<file path="src/rtl/out_pkg.sv">
// -----------------------------------------------------------------------------
// out_pkg
// Shared definitions for the out_buf output FIFO slice: default geometry and
// the occupancy-counter width helper.
// -----------------------------------------------------------------------------
package out_pkg;

    localparam int OUT_WIDTH_DEF = 8;
    localparam int OUT_DEPTH_DEF = 4;

    // Occupancy must represent 0..depth inclusive, hence one bit more than
    // the pointer width.
    function automatic int out_cw(input int depth);
        return $clog2(depth) + 1;
    endfunction

endpackage : out_pkg

</file>
<file path="src/rtl/out_buf_mem.sv">
// -----------------------------------------------------------------------------
// out_buf_mem
// DEPTH x WIDTH register array backing the out_buf FIFO.
//
// Ports:
//   CLK    in   clock, writes on the falling edge
//   we     in   write enable
//   waddr  in   write address
//   wdata  in   write data
//   raddr  in   read address
//   rdata  out  asynchronous read data (mem[raddr])
// -----------------------------------------------------------------------------
module out_buf_mem
    import out_pkg::*;
#(
    parameter  int WIDTH = OUT_WIDTH_DEF,
    parameter  int DEPTH = OUT_DEPTH_DEF,
    localparam int AW    = $clog2(DEPTH)
) (
    input  logic             CLK,
    input  logic             we,
    input  logic [AW-1:0]    waddr,
    input  logic [WIDTH-1:0] wdata,
    input  logic [AW-1:0]    raddr,
    output logic [WIDTH-1:0] rdata
);

    logic [WIDTH-1:0] mem [DEPTH];

    // NOTE: the storage array has no reset; entries are only ever read after
    // being written, and leaving it unreset lets it map onto plain registers
    // or RAM without a reset fan-out to every bit.
    always_ff @(negedge CLK) begin
        // NOTE: sequential state is always assigned with <= so every register
        // samples pre-edge values regardless of block ordering.
        if (we) begin
            mem[waddr] <= wdata;
        end
    end

    assign rdata = mem[raddr];

endmodule : out_buf_mem

</file>
<file path="src/rtl/out_buf.sv">
// -----------------------------------------------------------------------------
// out_buf
// DEPTH-entry output FIFO that captures DBUS writes on the active-low load
// strobe and drains them to a slower consumer via a valid/ready handshake.
// OBUS holds the last value the consumer accepted, so a static display can
// hang off OBUS exactly as it did off the old single-byte output register.
// All state updates on the falling CLK edge, like the other bus registers.
//
// Ports:
//   CLK      in   clock (falling-edge active)
//   nCLR     in   asynchronous active-low reset
//   nLo      in   active-low load strobe; pushes DBUS
//   DBUS     in   data bus
//   ODATA    out  FIFO head, valid while OVALID=1
//   OVALID   out  FIFO non-empty
//   ORDY     in   consumer ready; transfer when OVALID & ORDY at the edge
//   OBUS     out  last transferred value (registered)
//   FULL     out  COUNT == DEPTH
//   EMPTY    out  COUNT == 0
//   COUNT    out  occupancy 0..DEPTH
//   OVF      out  sticky overflow flag
//   nOVFclr  in   active-low synchronous clear of OVF
// -----------------------------------------------------------------------------
module out_buf
    import out_pkg::*;
#(
    parameter  int WIDTH = OUT_WIDTH_DEF,
    parameter  int DEPTH = OUT_DEPTH_DEF,
    localparam int CW    = out_cw(DEPTH)
) (
    input  logic             CLK,
    input  logic             nCLR,
    input  logic             nLo,
    input  logic [WIDTH-1:0] DBUS,
    output logic [WIDTH-1:0] ODATA,
    output logic             OVALID,
    input  logic             ORDY,
    output logic [WIDTH-1:0] OBUS,
    output logic             FULL,
    output logic             EMPTY,
    output logic [CW-1:0]    COUNT,
    output logic             OVF,
    input  logic             nOVFclr
);

    localparam int            AW       = $clog2(DEPTH);
    localparam logic [CW-1:0] CNT_FULL = CW'(DEPTH);

    logic [AW-1:0]    wptr;
    logic [AW-1:0]    rptr;
    logic [CW-1:0]    count;
    logic [WIDTH-1:0] obus_q;
    logic             ovf_q;
    logic [WIDTH-1:0] head;

    logic load_req;
    logic pop;
    logic push;
    logic ovf_set;

    // Flags come from the registered count only; pointers are free to wrap
    // and equal pointers alone cannot tell full from empty.
    assign EMPTY  = (count == '0);
    assign FULL   = (count == CNT_FULL);
    assign OVALID = ~EMPTY;
    assign ODATA  = head;
    assign COUNT  = count;
    assign OBUS   = obus_q;
    assign OVF    = ovf_q;

    // Pop sees only registered occupancy, so a value written on this edge is
    // never forwarded straight to OBUS.
    assign load_req = ~nLo;
    assign pop      = OVALID & ORDY;
    assign push     = load_req & (~FULL | pop);
    assign ovf_set  = load_req & FULL & ~pop;

    out_buf_mem #(
        .WIDTH (WIDTH),
        .DEPTH (DEPTH)
    ) u_mem (
        .CLK   (CLK),
        .we    (push),
        .waddr (wptr),
        .wdata (DBUS),
        .raddr (rptr),
        .rdata (head)
    );

    always_ff @(negedge CLK or negedge nCLR) begin
        if (!nCLR) begin
            wptr   <= '0;
            rptr   <= '0;
            count  <= '0;
            obus_q <= '0;
            ovf_q  <= 1'b0;
        end else begin
            // DEPTH is a power of two, so natural AW-bit overflow is mod DEPTH.
            if (push) begin
                wptr <= wptr + 1'b1;
            end
            if (pop) begin
                rptr   <= rptr + 1'b1;
                obus_q <= head;
            end

            case ({push, pop})
                2'b10:   count <= count + 1'b1;
                2'b01:   count <= count - 1'b1;
                default: count <= count;
            endcase

            // A dropped write on the same edge as a clear keeps the flag set.
            if (ovf_set) begin
                ovf_q <= 1'b1;
            end else if (!nOVFclr) begin
                ovf_q <= 1'b0;
            end
        end
    end

endmodule : out_buf

</file>
<file path="config.mk">
export PLATFORM = sky130hd
export DESIGN_NAME = out_buf
export DESIGN_NICKNAME = d
export VERILOG_FILES = /design/src/rtl/out_pkg.sv /design/src/rtl/out_buf_mem.sv /design/src/rtl/out_buf.sv
export SDC_FILE = /design/constraint.sdc
export NUM_CORES = 1
export LEC_CHECK = 0
export CORE_ASPECT_RATIO = 1.2
export CORE_MARGIN = 2
export CORE_UTILIZATION = 36
export CTS_BUF_LIST = sky130_fd_sc_hd__clkbuf_16
export DETAILED_ROUTE_END_ITERATION = 10
export SYNTH_ARGS = -nofsm -noshare
export SYNTH_HDL_FRONTEND = slang
export SYNTH_SLANG_ARGS = --single-unit
</file>
<file path="constraint.sdc">
create_clock -name CLK -period 2.3 [get_ports CLK]
set_input_delay 0.345 -clock CLK [delete_from_list [all_inputs] [get_ports CLK]]
set_output_delay 0.345 -clock CLK [all_outputs]
set_load 0.01 [all_outputs]
</file>
==> out/summary.txt, run 1 <==
Status -> finished with violations
Failing checks -> negative setup slack
Post-DP HPWL -> 3030 µm
Antenna fix cells -> 0
Clock skew -> 0.0593 ns
# Max-Cap Violations -> 0
Final-report max-slew violation count -> 0
Peak VDD IR -> 0.496 mV
H-Tree Level Count -> 2
Worst-Skew Late Latency -> 0.37 ns
Number of core rows -> 30
Design Area, Final -> 3120 µm²
Drt total wl -> 4530 µm
Synthesized area per cell -> 17.6 µm²
Netlist cell types -> 30
Final Util -> 56.2%
Syn_nets -> 134
Yosys Warn Count -> 0
Reg2reg path depth -> 8
Hold-critical path depth -> 1
Worst Max-Slew Pin Slew -> 0.233 ns
Most numerous cell in the Yosys netlist -> edfxtp_1
Reg-to-reg slack, setup -> 0.08 ns
Yosys top cell area share -> 47.2%
Worst setup SP type -> flip-flop
Die ar. -> 6280 µm²
RSZ-0062 raised after global routing -> true
Initial antenna violation count -> 0
Power per cell area -> 1460 nW/µm²
Largest net degree at the start of global routing -> 17
Number of synthesized flops with an enable pin -> 32
Synth Flop Type -> edfxtp_1
I/O Buffers -> 35
Tot Pwr -> 4.54 mW
Worst r2r src -> COUNT[1]$_DFFE_NN0P_
Fin worst setup slack -> -0.809 ns
Critical Path RT -> 1.96 ns
Crit. End Element -> primary output
Ports -> 36
RD Place Congestion -> 0.796
Post-synth top area cell -> edfxtp_1
Placed cell count -> 227
Share of cells above drive strength 1 -> 46.9%
Clock Path Buffers -> 2
Core Area -> 5560 µm²
Worst Path Class, Setup -> flip-flop to primary output
Reg-to-Reg End -> COUNT[2]$_DFFE_NN0P_
GR Util All Layers -> 15.6%
Post-synth top cells -> edfxtp_1, dfrtn_1, inv_1, mux2_4, mux4_2
Wirelength per Cell -> 15.5 µm
Crit path arrival time -> 2.76 ns
Total number of vias -> 1,362
Sequential share of the synthesized area -> 66.8%
Initial drt markers -> 35
Worst-path clk slew -> 0.05 ns
DP Area -> 2620 µm²
Dpl ws -> -1.17 ns
Final-report setup violation count -> 25
Hold Fails Final Rpt -> 0
Rel. slew slack -> 84.4%
Die Y -> 86.4 µm
CTS sink count -> 48
Drt drc -> 0
Static Leakage -> 1.43 nW
CTS tree -> yes
Post-Syn Area -> 2040 µm²
Initial Util -> 36.7%
Hold_buf cts -> 0
Worst hold start -> OVF$_DFFE_NN0P_
Global route overflow -> 0
Final #Nets -> 245
Num CTS Buffers -> 5
Clk root buf -> clkbuf_16
Die Wd -> 72.7 µm
Initial DRT Pass Iterations -> 5
Layout area overhead -> 53.3%
Dominant cells by area after synthesis -> edfxtp_1, dfrtn_1, mux4_2
Vias in the first global route -> 1,416
Register bit count reported by yosys -> 48
First-pass GRT wire length -> 7060 µm
Hold Path End -> OVF$_DFFE_NN0P_
Antenna violation net count after detailed routing -> 0
Async S/R FF share, synth -> 33.3%
DR vias/cell -> 4.66
Mapped Cells -> 116
Worst Path Max Fanout -> 3
Min-delay worst type -> flip-flop to flip-flop
Finished Layout Cells -> 292
==> repair_timing <==
| item | in CTS | in global routing |
|---|---|---|
| setup endpoints to repair | 71 | 26 |
| pin swaps | 10 | 3 |
| resized for setup | 123 | 7 |
| buffers inserted | 20 | 9 |
| gates cloned | 0 | 0 |
==> cells in the final DEF, fill, tap and decap left out <==
cell             instances
nand2b_1                 1
inv_4                    1
a22o_1                   1
nor2_4                   1
a31oi_4                  1
xnor2_1                  4
a21oi_1                  1
bufinv_16                1
mux4_2                   8
nand3_1                  1
inv_8                    1
o21ai_1                  1
mux2_4                   9
buf_4                   35
nand2_4                  1
fa_2                     1
o2111ai_1                3
buf_6                   25
nor4_1                   1
buf_2                    9
clkdlybuf4s50_1         10
edfxtp_1                32
buf_12                   1
nand2_1                  1
xor2_1                   1
nor2_1                   1
a22oi_1                  1
inv_1                   38
a311o_1                  1
inv_2                    1
or3_4                    2
and2_4                   5
ha_1                     4
clkbuf_16                5
o31a_1                   1
dfrtn_1                 16
nand3b_1                 2
==> metrics by stage <==
stage,hold WS [ns],setup TNS (ns)
finish,0.464,-9.15
global route,0.467,-10.10
CTS,0.463,-9.45
detailed placement,0.464,-44.72
global placement,0.454,-42.95
floorplan,0.487,-7.95
==> where the power goes <==
group	internal [mW]	leakage [nW]	switching, mW	total (mW)
Combinational	1.30	0.685	0.850	2.15
Sequential	1.21	0.484	0.124	1.33
Clock	0.595	0.257	0.465	1.06
==> cell families after synthesis <==
family,synth area share [%]
AOI/OAI and AO/OA,3.81
xor gates and xnor gates,2.15
adders and majority gates,3.44
buffers and inverters,3.99
DFF,66.8
muxes,15.3
and+or+nand+nor,4.48
==> area by class of cell <==
cell class	count	area, µm²
Multi-Input combinational cell	53	653
Tap cell	64	80.1
Inverter	7	26.3
Clock buffer	5	125
Clock inverter	35	168
Sequential cell	48	1360
Fill cell	462	2430
Timing Repair Buffer	80	709
==> sequential cells by signal, indices dropped and copies added (netlist names) <==
register,cells
OBUS,8
rptr,2
wptr,2
u_mem.mem,32
OVF,1
COUNT,3
==> worst max-delay path, cell delays in order (launching register included) <==
cell     delay [ns]
dfrtn_1        0.47
buf_6          0.14
mux4_2         0.55
buf_6          0.15
==> routing by layer <==
| layer | wire length, µm | part of all wire, % | global-route usage (%) |
|---|---|---|---|
| met4 | 119 | 2.6 | 8.42 |
| met1 | 1730 | 38 | 16.9 |
| met2 | 2530 | 56 | 27.8 |
| met3 | 147 | 3.2 | 3.49 |
| met5 | 0 | 0 | 0 |
==> how the worst max path moves through the flow <==
stage / startpoint / to / slack (ns)
4_1_cts: rptr[0]$_DFFE_NN0N_ / ODATA[7] / -0.82
3_3_place_gp: ORDY / COUNT[2]$_DFFE_NN0P_ / -1.10
6_report: rptr[0]$_DFFE_NN0N_ / ODATA[7] / -0.81
5_1_grt: rptr[0]$_DFFE_NN0N_ / ODATA[7] / -0.86
3_5_place_dp: ORDY / COUNT[2]$_DFFE_NN0P_ / -1.17
2_1_floorplan: ORDY / COUNT[2]$_DFFE_NN0P_ / -0.89
(Power assumes the default switching activity.)
==> run 2, diff against run 1 <==
--- a/config.mk
+++ b/config.mk
@@ -10,6 +10,7 @@
 export CORE_UTILIZATION = 36
 export CTS_BUF_LIST = sky130_fd_sc_hd__clkbuf_16
 export DETAILED_ROUTE_END_ITERATION = 10
+export GPL_ROUTABILITY_DRIVEN = 0
 export SYNTH_ARGS = -nofsm -noshare
 export SYNTH_HDL_FRONTEND = slang
 export SYNTH_SLANG_ARGS = --single-unit
==> results of run 2 <==
No change in the layout: final DEF, timing and power equal those of run 1.
